==> config.mk <==
export PLATFORM = sky130hd
export DESIGN_NAME = mc_ctrl_fsm
export DESIGN_NICKNAME = d
export VERILOG_FILES = /design/src/rtl/mc_ctrl_fsm.sv
export SDC_FILE = /design/constraint.sdc
export NUM_CORES = 1
export LEC_CHECK = 0
export ABC_AREA = 1
export CAP_MARGIN = 20
export CORE_MARGIN = 10
export CORE_UTILIZATION = 32
export CTS_BUF_LIST = sky130_fd_sc_hd__clkbuf_16
export DETAILED_ROUTE_END_ITERATION = 12
export PLACE_DENSITY = 0.69
export SLEW_MARGIN = 40
export SYNTH_ARGS = -nofsm -noshare
export SYNTH_HDL_FRONTEND = slang
export SYNTH_SLANG_ARGS = --single-unit
==> constraint.sdc <==
create_clock -name clk -period 1.6 [get_ports clk]
set_input_delay 0.32 -clock clk [delete_from_list [all_inputs] [get_ports clk]]
set_output_delay 0.32 -clock clk [all_outputs]
set_load 0.005 [all_outputs]
==> src/rtl/mc_ctrl_fsm.sv <==
// Multicycle MIPS control FSM: sequences fetch/decode/execute/memory/writeback
// and decodes datapath enables and mux selects from the current state.
module mc_ctrl_fsm #(
  parameter int unsigned ST_W = 4
) (
  input  logic            clk,
  input  logic            reset,
  input  logic [5:0]      op,
  input  logic [5:0]      funct,
  input  logic            zero,
  input  logic            mem_ready,
  output logic            pcen,
  output logic [1:0]      pcsrc,
  output logic            iord,
  output logic            memread,
  output logic            memwrite,
  output logic            irwrite,
  output logic            regdst,
  output logic            memtoreg,
  output logic            regwrite,
  output logic            link,
  output logic            alusrca,
  output logic [1:0]      alusrcb,
  output logic [1:0]      aluop,
  output logic            signext,
  output logic            shiftl16,
  output logic            illegal,
  output logic [ST_W-1:0] state
);

  localparam logic [5:0] OP_RTYPE = 6'b000000;
  localparam logic [5:0] OP_J     = 6'b000010;
  localparam logic [5:0] OP_JAL   = 6'b000011;
  localparam logic [5:0] OP_BEQ   = 6'b000100;
  localparam logic [5:0] OP_BNE   = 6'b000101;
  localparam logic [5:0] OP_ADDI  = 6'b001000;
  localparam logic [5:0] OP_ADDIU = 6'b001001;
  localparam logic [5:0] OP_ORI   = 6'b001101;
  localparam logic [5:0] OP_LUI   = 6'b001111;
  localparam logic [5:0] OP_LW    = 6'b100011;
  localparam logic [5:0] OP_SW    = 6'b101011;
  localparam logic [5:0] FN_JR    = 6'b001000;

  typedef enum logic [3:0] {
    S_FETCH   = 4'd0,
    S_DECODE  = 4'd1,
    S_MEMADR  = 4'd2,
    S_MEMRD   = 4'd3,
    S_MEMWB   = 4'd4,
    S_MEMWR   = 4'd5,
    S_RTYPEEX = 4'd6,
    S_ALUWB   = 4'd7,
    S_BRANCH  = 4'd8,
    S_IMMEX   = 4'd9,
    S_IMMWB   = 4'd10,
    S_JUMP    = 4'd11,
    S_JR      = 4'd12,
    S_ILLEGAL = 4'd13,
    S_UNUSED0 = 4'd14,
    S_UNUSED1 = 4'd15
  } state_t;

  state_t state_q, state_d;

  always_ff @(posedge clk) begin
    if (reset) state_q <= S_FETCH;
    else       state_q <= state_d;
  end

  always_comb begin
    state_d = S_FETCH;
    unique case (state_q)
      S_FETCH:  state_d = mem_ready ? S_DECODE : S_FETCH;
      S_DECODE: begin
        case (op)
          OP_LW, OP_SW:                       state_d = S_MEMADR;
          OP_RTYPE:                           state_d = (funct == FN_JR) ? S_JR : S_RTYPEEX;
          OP_BEQ, OP_BNE:                     state_d = S_BRANCH;
          OP_ADDI, OP_ADDIU, OP_ORI, OP_LUI:  state_d = S_IMMEX;
          OP_J, OP_JAL:                       state_d = S_JUMP;
          default:                            state_d = S_ILLEGAL;
        endcase
      end
      S_MEMADR:  state_d = (op == OP_SW) ? S_MEMWR : S_MEMRD;
      S_MEMRD:   state_d = mem_ready ? S_MEMWB : S_MEMRD;
      S_MEMWR:   state_d = mem_ready ? S_FETCH : S_MEMWR;
      S_RTYPEEX: state_d = S_ALUWB;
      S_IMMEX:   state_d = S_IMMWB;
      default:   state_d = S_FETCH;
    endcase
  end

  always_comb begin
    pcen = 1'b0; pcsrc = '0; iord = 1'b0; memread = 1'b0; memwrite = 1'b0;
    irwrite = 1'b0; regdst = 1'b0; memtoreg = 1'b0; regwrite = 1'b0; link = 1'b0;
    alusrca = 1'b0; alusrcb = '0; aluop = '0; signext = 1'b0; shiftl16 = 1'b0;
    illegal = 1'b0;
    unique case (state_q)
      S_FETCH: begin
        memread = 1'b1;
        alusrcb = 2'b01;
        irwrite = mem_ready;
        pcen    = mem_ready;
      end
      S_DECODE: begin
        alusrcb = 2'b11;
        signext = 1'b1;
      end
      S_MEMADR: begin
        alusrca = 1'b1;
        alusrcb = 2'b10;
        signext = 1'b1;
      end
      S_MEMRD: begin
        iord    = 1'b1;
        memread = 1'b1;
      end
      S_MEMWB: begin
        memtoreg = 1'b1;
        regwrite = 1'b1;
      end
      S_MEMWR: begin
        iord     = 1'b1;
        memwrite = 1'b1;
      end
      S_RTYPEEX: begin
        alusrca = 1'b1;
        aluop   = 2'b11;
      end
      S_ALUWB: begin
        regdst   = 1'b1;
        regwrite = 1'b1;
      end
      S_BRANCH: begin
        alusrca = 1'b1;
        aluop   = 2'b01;
        pcsrc   = 2'b01;
        pcen    = (op == OP_BNE) ? ~zero : zero;
      end
      S_IMMEX, S_IMMWB: begin
        // ALU controls are held into writeback so the result stays stable
        alusrca  = 1'b1;
        alusrcb  = 2'b10;
        regwrite = (state_q == S_IMMWB);
        case (op)
          OP_ORI:  aluop    = 2'b10;
          OP_LUI:  shiftl16 = 1'b1;
          default: signext  = 1'b1;
        endcase
      end
      S_JUMP: begin
        pcsrc    = 2'b10;
        pcen     = 1'b1;
        regwrite = (op == OP_JAL);
        link     = (op == OP_JAL);
      end
      S_JR: begin
        pcsrc = 2'b11;
        pcen  = 1'b1;
      end
      S_ILLEGAL: illegal = 1'b1;
      default: ;
    endcase
    if (reset) begin
      pcen = 1'b0; irwrite = 1'b0; regwrite = 1'b0; memread = 1'b0;
      memwrite = 1'b0; link = 1'b0; illegal = 1'b0;
    end
  end

  assign state = ST_W'(state_q);

endmodule

Word-level counts from Yosys, hierarchy flattened
Index checks and enable logic that the tools add are counted.
Storage, ports and cells
  bits of input ports: 16
  bits in registers: 4
Operators by class
  bitwise gates (word level): 1
  equal/unequal tests: 24
  multiplexer cells: 34
  reduce and logical (&&, ||, !) cells: 15
Operators with widths (count)
  $eq A6 B4 Y1 const B: 5
  $pmux W4 S7: 1
  $eq A4 B4 Y1 const B: 6
  $mux W1: 21
  $pmux W4 S5: 1
  $reduce_or A2 Y1: 10
  $pmux W2 S3: 3
  $eq A4 B3 Y1 const B: 4
  $eq A6 B2 Y1 const B: 2
  $eq A6 B3 Y1 const B: 2
  $eq A6 B6 Y1 const B: 2
  $mux W3: 3
  $eq A4 B2 Y1 const B: 2
  $logic_not A6 Y1: 1
  $pmux W1 S3: 2
  $reduce_or A5 Y1: 1
  $eq A4 B1 Y1 const B: 1
  $logic_not A4 Y1: 1
  $mux W4: 1
  $reduce_or A4 Y1: 1
  $reduce_or A3 Y1: 1
  $mux W2: 1
  $pmux W1 S2: 1
  $not A1 Y1: 1

Depth between registers and ports, before layout
  depth after elaboration: 4
  gate-level depth with buffers: 9

Worst setup path before layout
OpenSTA, ideal clock, no wires.
  path kind: reg2out
  from: reg state_q[2] (netlist: state[2])
  to: out pcen
  arrival time: 1.024 ns
  buffers on the path: 0
  setup slack: 0.256 ns
  cell stages (with the launch flop): 5
  data required time: 1.280 ns
  cell sequence: dfxtp_1 inv_1 o31ai_2 nor2_1 a21oi_1
Between the ends
  cells in the longest elaborated chain, start to end: 4
Ends and longest elaborated chain
  start, declared: RTL line 63  | state_t state_q, state_d;
  start signal, assigned: RTL line 67  | else state_q <= state_d;
  $eq A4 B4 Y1: RTL line 98  | unique case (state_q)
  $reduce_or A2 Y1 (no line)
  $pmux W1 S3 *: RTL line 98
  $mux W1 *: RTL line 164  | if (reset) begin
  end, declared: RTL line 12  | output logic pcen,
Every way passes the cells marked *; elsewhere a longest branch is shown, timed or not.

Worst setup path in the final report
  from: reg state_q[3] (netlist: state[3])
  to: out pcen
The elaborated chain is that of the path after synthesis.

==> reports/qor.csv <==
metric,value,unit
outcome,"finished, violations left",
failed_checks,negative setup slack,
cts_buffers,3,
slew_headroom,73.6,%
synth-edff-count,0,
viasPerCell,5.27,
largest_reg_flops,4,
arrival,1420,ps
path_clk_slew,30,ps
fin_setup_tns,-683,ps
synth.largest_area_cell,dfxtp_1,
syn_avg_cell_area,5.65,um^2
port_buffers,38,
gp_congestion,0.875,
grt_pass1_wl,5450,um
synth_top_area_share,11.7,%
drt_iter0_markers,59,
fin_area,1610,um^2
fmax,574,MHz
mostFrequentLayoutCells,"buf_4, nand2_1, nor2_1, buf_2, inv_1",
rsz0062_at_grt,yes,
timing.final.crit_share,109,%
synthFlopType,dfxtp_1,
drc,0,
timing.rr.start,state[0]$_SDFF_PP0_,
syn_to_final_growth,136,%
synth.top_cells.by_area,"dfxtp_1, nor2_1, nand2_1",
maxSlewViolCount,0,
antenna_cells,0,
ant_nets,0,
core,2000,um^2
synth-seq-area-share,11.7,%
layout-drive-gt1-share,62.3,%
cellPowerDensity,815,nW/um^2
layout_commonest_cell,buf_4,
finalSetupViolCount,10,
crit_path_start_kind,flop,
ys_types,25,
die_y,66.2,um
cts_tree,yes,
worstHoldStart,op[4],
clkSinkCount,4,
ys_ff_latch,4,
reg2reg_to,state[3]$_SDFF_PP0_,
holdBufCountCts,0,
synthArstFlopShare,0,%
finalCriticalPeriod,1740,ps
fin_worst_skew,0.855,ps
nets,222,
place_hpwl,2540,um
leakage,0.868,nW
critical_path_class,reg2out,
grtUsageTotal,15.3,%
wl_per_cell,16.7,um
power,0.00131,W
totalWireLength,3870,um
layout_setup_ws,-141,ps
cts_buffer_depth,2,
cp_max_fo,3,
htreeDepth,1,
critPathLaunch,state[3]$_SDFF_PP0_,
netlist_area,683,um^2
cp-end-kind,output pin,
num_rows,16,
maxCapViolations,0,
grt-ovfl-total,0,
finalHoldViolCount,0,
grt_max_degree,9,
required,1280,ps
syn_nets,137,
min_to,state[1]$_SDFF_PP0_,
routed-via-count,1217,
antenna_found_initial,0,
min_path_type,in2reg,
cts_root_buffer,clkbuf_16,
place_area,1340,um^2
die_w,66.2,um
tightestPinTransition,395,ps
ir_drop,0.00102,V
syn_inst,121,
reg2reg_slack,100,ps
io_pins,39,
insertion_delay,220,ps
initial_core_util,34.1,%
first_global_vias,1184,
dr.pass1.iters,4,
die-area,4380,um^2
yosys_warnings,0,
r2r_cells,11,
min_delay_path_depth,6,
how the worst max path moves through the flow:
stage,end
CTS,signext
detailed placement,pcen
floorplan,pcen
global placement,pcen
finish,pcen
global route,aluop[1]
cell type report:
class	count	area, um^2
clock buffers	3	75.1
fillers	123	393
inverters	24	108
multi-input cells	92	682
flip-flops and latches	4	95.1
well taps	27	33.8
repair buffers	81	616
report_power, final:
part / leakage [nW] / switching (W) / total (W) / internal, W
clock: 0.0370 / 0.0000597 / 0.000378 / 0.000318
sequential: 0.0356 / 0.0000434 / 0.000167 / 0.000124
combinational: 0.795 / 0.000397 / 0.000765 / 0.000368
metrics by stage:
stage / hold slack, ps / setup WS (ps) / std cells / util [%]
after global routing: 661 / -178 / 231 / 80.4
after detailed placement: 831 / -664 / 218 / 66.8
after global placement: 849 / -622 / 218 / 66.8
final: 608 / -141 / 231 / 80.4
after floorplan: 539 / 256 / 121 / -
after CTS: 644 / -190 / 225 / 74.3
what timing repair did:
action | 4_1_cts | 5_1_grt
resized for setup | 86 | 66
pin swaps | 10 | 16
cloned | 0 | 0
setup buffers | 5 | 6
setup endpoints to repair | 21 | 16
synth_stat cells, types with 2 or more instances:
master   instances
nand2_2          2
o31ai_2          2
nor3_1           3
nand2_1         19
nand4_2          2
nand3_1         10
inv_1           16
nand4_1          2
nor2_2           7
nand3_2          2
dfxtp_1          4
o21ai_0          4
nor4_1           2
a21oi_1          6
inv_2            8
nor2_4           3
nor2_1          21
routing by layer:
layer / track usage (%) / wire length, um
met1: 15.9 / 1450
met3: 4.24 / 249
met5: 0 / 0
met4: 5.50 / 189
met2: 28.1 / 1980
kinds of logic after synthesis:
kind of cell           count (synthesis)  synth area share [%]
AND/OR/NAND/NOR                       75                  57.7
AO/OA/AOI/OAI                         17                  16.3
buffers and inverters                 25                  14.3
flip-flops                             4                  11.7
critical path, stage by stage, from the launching register on:
cell and delay [ps]:
dfxtp_4 350, buf_4 140, nor2_4 150, nand3_2 120, inv_1 80, nor2_1 60
a21oi_1 160, buf_2 140
No activity file was read; power rests on OpenSTA's default activity.
